<file path="src/rtl/warmboot_sequencer_if.sv">
// Signal bundle between the bootloader core / board top level and the warm-boot sequencer.
interface warmboot_sequencer_if;
  logic       boot_req;
  logic       pll_lock;
  logic       spi_cs;
  logic       usb_detach;
  logic [1:0] wb_s;
  logic       wb_boot;
  logic       busy;

  modport master (
    output boot_req, pll_lock, spi_cs,
    input  usb_detach, wb_s, wb_boot, busy
  );

  modport slave (
    input  boot_req, pll_lock, spi_cs,
    output usb_detach, wb_s, wb_boot, busy
  );
endinterface

</file>
<file path="src/rtl/warmboot_sequencer.sv">
// Warm-boot hand-off: wait for SPI flash idle, hold USB in SE0, then fire SB_WARMBOOT.
//
// state   | meaning
// IDLE    | waiting for a boot_req rising edge with PLL locked
// QUIESCE | counting consecutive spi_cs-high cycles; abortable
// DETACH  | USB forced to SE0 for DETACH_CYCLES; committed
// BOOT    | wb_boot asserted for BOOT_CYCLES
// DONE    | wb_boot/usb_detach held until reset (device reconfigures)
module warmboot_sequencer #(
  parameter logic [1:0] IMAGE_SEL       = 2'b01,
  parameter int         SPI_IDLE_CYCLES = 64,
  parameter int         DETACH_CYCLES   = 480000,
  parameter int         BOOT_CYCLES     = 4
) (
  input logic                 clk_48mhz,
  input logic                 resetb,
  warmboot_sequencer_if.slave wb_if
);

  localparam int MAX_AB  = (SPI_IDLE_CYCLES > DETACH_CYCLES) ? SPI_IDLE_CYCLES : DETACH_CYCLES;
  localparam int MAX_CYC = (MAX_AB > BOOT_CYCLES) ? MAX_AB : BOOT_CYCLES;
  localparam int CNT_W   = $clog2(MAX_CYC) + 1;

  localparam logic [CNT_W-1:0] SPI_LAST  = CNT_W'(SPI_IDLE_CYCLES - 1);
  localparam logic [CNT_W-1:0] DET_LAST  = CNT_W'(DETACH_CYCLES - 1);
  localparam logic [CNT_W-1:0] BOOT_LAST = CNT_W'(BOOT_CYCLES - 1);

  typedef enum logic [2:0] {
    ST_IDLE,
    ST_QUIESCE,
    ST_DETACH,
    ST_BOOT,
    ST_DONE
  } state_t;

  state_t           state_q, state_d;
  logic [CNT_W-1:0] cnt_q, cnt_d;
  logic             req_q;
  logic             armed_q;
  logic             busy_q;
  logic             detach_q;
  logic             boot_q;
  logic             req_rise;

  // armed_q blocks the first sample after reset, so a level held through reset is not an edge
  assign req_rise = armed_q & wb_if.boot_req & ~req_q;

  always_comb begin
    state_d = state_q;
    cnt_d   = cnt_q;
    case (state_q)
      ST_IDLE: begin
        cnt_d = '0;
        if (req_rise && wb_if.pll_lock) state_d = ST_QUIESCE;
      end
      ST_QUIESCE: begin
        if (!wb_if.boot_req || !wb_if.pll_lock) begin
          state_d = ST_IDLE;
          cnt_d   = '0;
        end else if (!wb_if.spi_cs) begin
          cnt_d = '0;
        end else if (cnt_q == SPI_LAST) begin
          state_d = ST_DETACH;
          cnt_d   = '0;
        end else begin
          cnt_d = cnt_q + CNT_W'(1);
        end
      end
      ST_DETACH: begin
        if (cnt_q == DET_LAST) begin
          state_d = ST_BOOT;
          cnt_d   = '0;
        end else begin
          cnt_d = cnt_q + CNT_W'(1);
        end
      end
      ST_BOOT: begin
        if (cnt_q == BOOT_LAST) begin
          state_d = ST_DONE;
          cnt_d   = '0;
        end else begin
          cnt_d = cnt_q + CNT_W'(1);
        end
      end
      ST_DONE: cnt_d = '0;
      default: begin
        state_d = ST_IDLE;
        cnt_d   = '0;
      end
    endcase
  end

  // busy tracks acceptance of the request; detach/boot lag the state by one register
  always_ff @(posedge clk_48mhz or negedge resetb) begin
    if (!resetb) begin
      state_q  <= ST_IDLE;
      cnt_q    <= '0;
      req_q    <= 1'b0;
      armed_q  <= 1'b0;
      busy_q   <= 1'b0;
      detach_q <= 1'b0;
      boot_q   <= 1'b0;
    end else begin
      state_q  <= state_d;
      cnt_q    <= cnt_d;
      req_q    <= wb_if.boot_req;
      armed_q  <= 1'b1;
      busy_q   <= (state_d != ST_IDLE);
      detach_q <= (state_q inside {ST_DETACH, ST_BOOT, ST_DONE});
      boot_q   <= (state_q inside {ST_BOOT, ST_DONE});
    end
  end

  assign wb_if.busy       = busy_q;
  assign wb_if.usb_detach = detach_q;
  assign wb_if.wb_boot    = boot_q;
  assign wb_if.wb_s       = IMAGE_SEL;

endmodule

</file>
<file path="src/flat_wrapper.sv">
// flat-port wrapper written by rule: the top's interface ports become plain ports
module warmboot_sequencer_flat 
#(
  parameter logic [1:0] IMAGE_SEL       = 2'b01,
  parameter int         SPI_IDLE_CYCLES = 64,
  parameter int         DETACH_CYCLES   = 480000,
  parameter int         BOOT_CYCLES     = 4
)
  (clk_48mhz, resetb, wb_if_boot_req, wb_if_pll_lock, wb_if_spi_cs, wb_if_usb_detach, wb_if_wb_s, wb_if_wb_boot, wb_if_busy);
  warmboot_sequencer_if wb_if_i ();
  input logic clk_48mhz;
  input logic resetb;
  input wire logic [$bits(wb_if_i.boot_req)-1:0] wb_if_boot_req;
  input wire logic [$bits(wb_if_i.pll_lock)-1:0] wb_if_pll_lock;
  input wire logic [$bits(wb_if_i.spi_cs)-1:0] wb_if_spi_cs;
  output wire logic [$bits(wb_if_i.usb_detach)-1:0] wb_if_usb_detach;
  output wire logic [$bits(wb_if_i.wb_s)-1:0] wb_if_wb_s;
  output wire logic [$bits(wb_if_i.wb_boot)-1:0] wb_if_wb_boot;
  output wire logic [$bits(wb_if_i.busy)-1:0] wb_if_busy;
  assign wb_if_i.boot_req = wb_if_boot_req;
  assign wb_if_i.pll_lock = wb_if_pll_lock;
  assign wb_if_i.spi_cs = wb_if_spi_cs;
  assign wb_if_usb_detach = wb_if_i.usb_detach;
  assign wb_if_wb_s = wb_if_i.wb_s;
  assign wb_if_wb_boot = wb_if_i.wb_boot;
  assign wb_if_busy = wb_if_i.busy;
  warmboot_sequencer #(.IMAGE_SEL(IMAGE_SEL), .SPI_IDLE_CYCLES(SPI_IDLE_CYCLES), .DETACH_CYCLES(DETACH_CYCLES), .BOOT_CYCLES(BOOT_CYCLES)) u_core (.clk_48mhz(clk_48mhz), .resetb(resetb), .wb_if(wb_if_i));
endmodule
</file>
<file path="config.mk">
export PLATFORM = sky130hd
export DESIGN_NAME = warmboot_sequencer_flat
export DESIGN_NICKNAME = d
export VERILOG_FILES = /design/src/rtl/warmboot_sequencer_if.sv /design/src/rtl/warmboot_sequencer.sv /design/src/flat_wrapper.sv
export SDC_FILE = /design/constraint.sdc
export NUM_CORES = 1
export LEC_CHECK = 0
export BUFFER_PORTS_ARGS = -buffer_cell sky130_fd_sc_hd__buf_2
export CAP_MARGIN = 20
export CORE_MARGIN = 10
export CORE_UTILIZATION = 40
export CTS_BUF_LIST = sky130_fd_sc_hd__clkbuf_4 sky130_fd_sc_hd__clkbuf_8 sky130_fd_sc_hd__clkbuf_16
export DETAILED_ROUTE_END_ITERATION = 8
export GPL_TIMING_DRIVEN = 0
export PLACE_DENSITY = 0.62
export SETUP_SLACK_MARGIN = 0.2
export SYNTH_ARGS = -nofsm -noshare
export SYNTH_HDL_FRONTEND = slang
export SYNTH_SLANG_ARGS = --single-unit
</file>
<file path="constraint.sdc">
create_clock -name clk_48mhz -period 4.22 [get_ports clk_48mhz]
set_input_delay 0.633 -clock clk_48mhz [delete_from_list [all_inputs] [get_ports clk_48mhz]]
set_output_delay 0.633 -clock clk_48mhz [all_outputs]
set_load 0.02 [all_outputs]
</file>
Yosys cells after proc, flatten, opt, wreduce, memory -nomap -nowiden
Cells that the tools add are included.

Add/subtract/negate cells: 1. Equality and inequality tests: 7. Muxes and demuxes: 13. Bitwise operators: 3. Reduce and logical (&&, ||, !) cells: 8.

Operator list (count): $mux 20 (5); $pmux 20 s3 (1); $add 20x1->20 const B (1); $eq 20x19->1 const B (1); $eq 20x2->1 const B (1); $eq 20x6->1 const B (1); $mux 3 (6); $pmux 3 s5 (1); $eq 3x2->1 const B (2); $reduce_bool 3->1 (2); $eq 3x1->1 const B (1); $eq 3x3->1 const B (1); $logic_not 3->1 (1); $and 1x1->1 (2); $logic_not 1->1 (2); $reduce_bool 2->1 (1); $logic_and 1x1->1 (1); $logic_or 1x1->1 (1); $not 1->1 (1).

Flip-flop bits (word level): 28. Word-level logic and storage cells: 39.

Logic depth before layout (Yosys ltp)
Depth in word-level cells: 6. Depth in mapped cells: 8. Depth with buffers taken out: 6.

Worst setup path after synthesis
Ideal clock, no wire load.

Path type: reg2reg. From: register u_core.cnt_q[0]. To: register u_core.cnt_q[10]. Data arrival time: 1.918 ns. Required time: 4.101 ns. Setup slack: 2.183 ns. Cell stages (with the launch flop): 9. Buffers on the path: 2. Period minus slack after synthesis: 2.037 ns. Path through: dfrtp_1 -> ha_1 -> nand3_1 -> and2b_1 -> buf_4 -> or4b_1 -> a211oi_2 -> buf_4 -> nor2_1.

Longest elaborated chain between the ends: 5. Elaborated cells on any way between the ends: 10. Classes of those cells: add/sub: 1; eq/ne: 3; mux: 6.

RTL lines: start, declared (line warmboot_sequencer.sv:37) `logic [CNT_W-1:0] cnt_q, cnt_d;`; start signal, assigned (line warmboot_sequencer.sv:105) `cnt_q <= cnt_d;`; $add 20x1->20 or $eq 20x6->1 (tied branches); $mux 20 (line warmboot_sequencer.sv:62) `end else if (cnt_q == SPI_LAST) begin`; $mux 20 (line warmboot_sequencer.sv:60) `end else if (!wb_if.spi_cs) begin`; $mux 20 (line warmboot_sequencer.sv:57) `if (!wb_if.boot_req || !wb_if.pll_lock) begin`; $pmux 20 s3 (*) (line warmboot_sequencer.sv:51) `case (state_q)`; via u_core.cnt_d[10] (line warmboot_sequencer.sv:37).

Mark *: on every way through the listed nets, which the timed path passes. The rest lies on a longest branch.

Worst setup path in the final report
From: register u_core.cnt_q[8]. To: register u_core.busy_q, in the netlist u_core.wb_if.busy.

Longest elaborated chain between the ends: 6. Elaborated cells on any way between the ends: 10. Classes of those cells: eq/ne: 3; mux: 6; reduce/logical: 1.

RTL lines: $eq 20x6->1 (line warmboot_sequencer.sv:62); $mux 3 (line warmboot_sequencer.sv:62); $mux 3 (line warmboot_sequencer.sv:60); $mux 3 (line warmboot_sequencer.sv:57); $pmux 3 s5 (*) (line warmboot_sequencer.sv:51); $reduce_bool 3->1 (*) (line warmboot_sequencer.sv:108) `busy_q <= (state_d != ST_IDLE);`; end signal, assigned (line warmboot_sequencer.sv:108); end, declared (line warmboot_sequencer.sv:40) `logic busy_q;`.

Every way passes the cells marked *; elsewhere a longest branch is shown, timed or not.

==> summary.md <==
| Metric | Value |
|---|---|
| CTS Root Cell | clkbuf_4 |
| Worst-margin pin slew | 0.6546 ns |
| Count leader, synth | dfrtp_1 |
| CP endpoint | u_core.wb_if.busy |
| Vias | 988 |
| WP buf/inv | 0 |
| Critical path, cell by cell | nor4_1 > and4_1 > a31oi_1 > a2111oi_0 > o2111ai_1 |
| Top FF cell, synth | dfrtp_1 |
| Max Clk Rate | 428.0 MHz |
| Final worst path period need | 2.336 ns |
| Worst endpoint data arrival time | 2.51 ns |
| Worst-Skew Late Latency | 0.32 ns |
| Synth area leaders | dfrtp_1 51%, nor2_1 7.1%, xor2_1 7.1% |
| Max-slew headroom | 55.23% |
| Area delta synth->final | 9.716% |
| Hold crit path type | primary input to async pin |
| RR Startpoint | u_core.cnt_q[8] |
| # hold bufs at CTS | 0 |
| Post-CTS sizing | 0 |
| Commonest cells post-synth | 28 x dfrtp_1, 26 x nor2_1, 12 x nand2_1 |
| Multi-input logic area | 619.3 um^2 |
| TNS Setup | 0 ns |
| Clk buf depth | 2 |
| Postcts setup bufs | 0 |
| Power Dens Cells | 276.0 nW/um^2 |
| Slew Limit Fails | 0 |
| Outcome | completed |
| Unrepaired setup endpoints after global routing | false |
| R2R Setup Slk | 1.88 ns |
| Yosys warning count | 0 |
| Syn Area/Cell | 9.892 um^2 |
| CP Class | flop to flop |
| Synth Cell Area | 1365 um^2 |
| Worst EP required | 4.39 ns |
| DRC errors left | 0 |
| Vias in the first global route | 1023 |
| Gr ovfl total | 0 |
| Startpoint Class | flop |
| H-tree levels | 1 |
| Routed Antenna Nets | 0 |
| Mapped Cells | 138 |
| Core area | 3311 um^2 |
| Total power | 413.3 uW |
| Die area | 6149 um^2 |
| Final hold viol count | 0 |
| Share of layout cells above drive strength 1 | 11.33% |
| Routed wire length | 2534 um |
| Ys async rst share | 100.0% |
| Clock transition at path regs | 0.14 ns |
| CTS Buf Count | 3 |
| Reg area | 700.7 um^2 |
| Hpwl dp | 1915 um |
| Placer Congestion | 0.7947 |
| Cell Rows | 21 |
| # setup viols final | 0 |
| TritonCTS clock tree | built |
| Post-synth top area share | 51.33% |
| Max Cap Viol | 0 |
| Die Wd | 78.42 um |
| CP Depth | 5 |
| Worst VDD drop | 0.0001658 V |
| EDFF count, synth | 0 |
| Nets | 157 |
| Max stage delay on crit path | 0.62 ns |
| Crit path max-delay cell type | a2111oi_0 |
| Seq cells post-synth | 28 |
| Initial core utilization | 41.23% |
| Clock Skew | 0.002628 ns |
| Cell family with most CP delay | compound AO/OA/AOI/OAI gates |
| Routed len/inst | 12.93 um |
| IO buf count | 7 |
| Crit path max fanout | 6 |
| Leak Pwr | 0.6748 nW |
| Final Cycle Share | 55.36% |
| Initial drt markers | 15 |
| Seq/Total Area, Yosys | 51.33% |
| Distinct cells, synth | 30 |
| Worst r2r path cells | 5 |
| DR vias/cell | 5.041 |
| RR Endpoint | u_core.wb_if.busy |
| CP Launch Point | u_core.cnt_q[8] |
| Initial antenna violation count | 0 |
| FILL cells | 342 |
| N_diodes | 0 |
| Die Y | 78.42 um |
| CTS Sinks | 28 |
| Pin count of the biggest net entering global routing | 29 |
| Io pins | 10 |
| Drt pass-1 iters | 4 |
| Global-route wire length before repair | 4595 um |
| Worst setup EP type | flop |
| GRT Util Overall | 9.005% |
| Cell taking the most area after synthesis | dfrtp_1 |
[cell usage in the layout, fill, tap and decap left out, types with 3 or more instances in the layout]
| master | instances |
|---|---|
| dfrtp_1 | 28 |
| nor2_1 | 26 |
| nand2_1 | 12 |
| xor2_1 | 11 |
| xnor2_1 | 7 |
| buf_2 | 7 |
| nand4_1 | 6 |
| nor4_1 | 5 |
| buf_4 | 5 |
| and4_1 | 4 |
| nand2b_1 | 4 |
| nand3_1 | 4 |
| and3_1 | 4 |
| conb_1 | 3 |
| clkbuf_4 | 3 |
[cells by family (layout without fill, tap and decap cells)]
kind of cell / count (synthesis) / in the layout / synth area share (%)
xor+xnor: 18 / 18 / 11.55
compound gates: 8 / 8 / 4.399
other cells: 2 / 3 / 0.5502
flops: 28 / 28 / 51.33
fa+ha+maj: 1 / 1 / 0.9164
simple gates: 73 / 73 / 27.68
buf+inv: 8 / 19 / 3.575
[flip-flops by register name (all words and copies together), names as in the netlist]
register,count
u_core.wb_if.wb_boot,1
u_core.cnt_q,20
u_core.wb_if.usb_detach,1
u_core.armed_q,1
u_core.wb_if.busy,1
u_core.req_q,1
u_core.state_q,3
[final cells by class]
cell class | instances | share of cell area (%)
Inverter | 2 | 0.5013
Multi-Input combinational cell | 103 | 41.35
Clock buffer | 4 | 2.423
Buffer | 6 | 2.757
Sequential cell | 28 | 46.78
Timing Repair Buffer | 7 | 2.339
Tap cell | 46 | 3.843
[worst min-delay path by stage]
stage,startpoint,endpoint,depth (start not counted)
floorplan,resetb,u_core.armed_q,0
finish,resetb,u_core.cnt_q[13],1
global placement,u_core.cnt_q[0],u_core.cnt_q[0],1
global route,resetb,u_core.cnt_q[6],1
detailed placement,u_core.cnt_q[0],u_core.cnt_q[0],1
CTS,resetb,u_core.cnt_q[13],1
[layer usage]
layer | GRT usage, % | wire length, um | up-vias
li1 | - | - | 494
met1 | 10.33 | 1196 | 480
met2 | 15.21 | 1239 | 12
met3 | 3.303 | 85 | 2
met4 | 2.867 | 12 | 0
met5 | 0 | 0 | -
[per-stage QoR]
stage	instance area, um^2	cells	util, %	worst slack, ns	hold slack, ns
floorplan	1369	139	-	2.183	0.3374
global route	1498	196	45.24	1.759	0.3101
finish	1498	196	45.24	1.884	0.2886
global placement	1461	192	44.14	1.946	0.4685
CTS	1498	196	45.24	1.908	0.3026
detailed placement	1461	192	44.14	1.939	0.4817
[power breakdown]
| group | switching [mW] | internal, mW | total, mW |
|---|---|---|---|
| Sequential | 0.000738 | 0.270 | 0.271 |
| Clock | 0.0754 | 0.0528 | 0.128 |
| Combinational | 0.00999 | 0.00429 | 0.0143 |
Note: power is estimated with default switching activity, not from simulation.
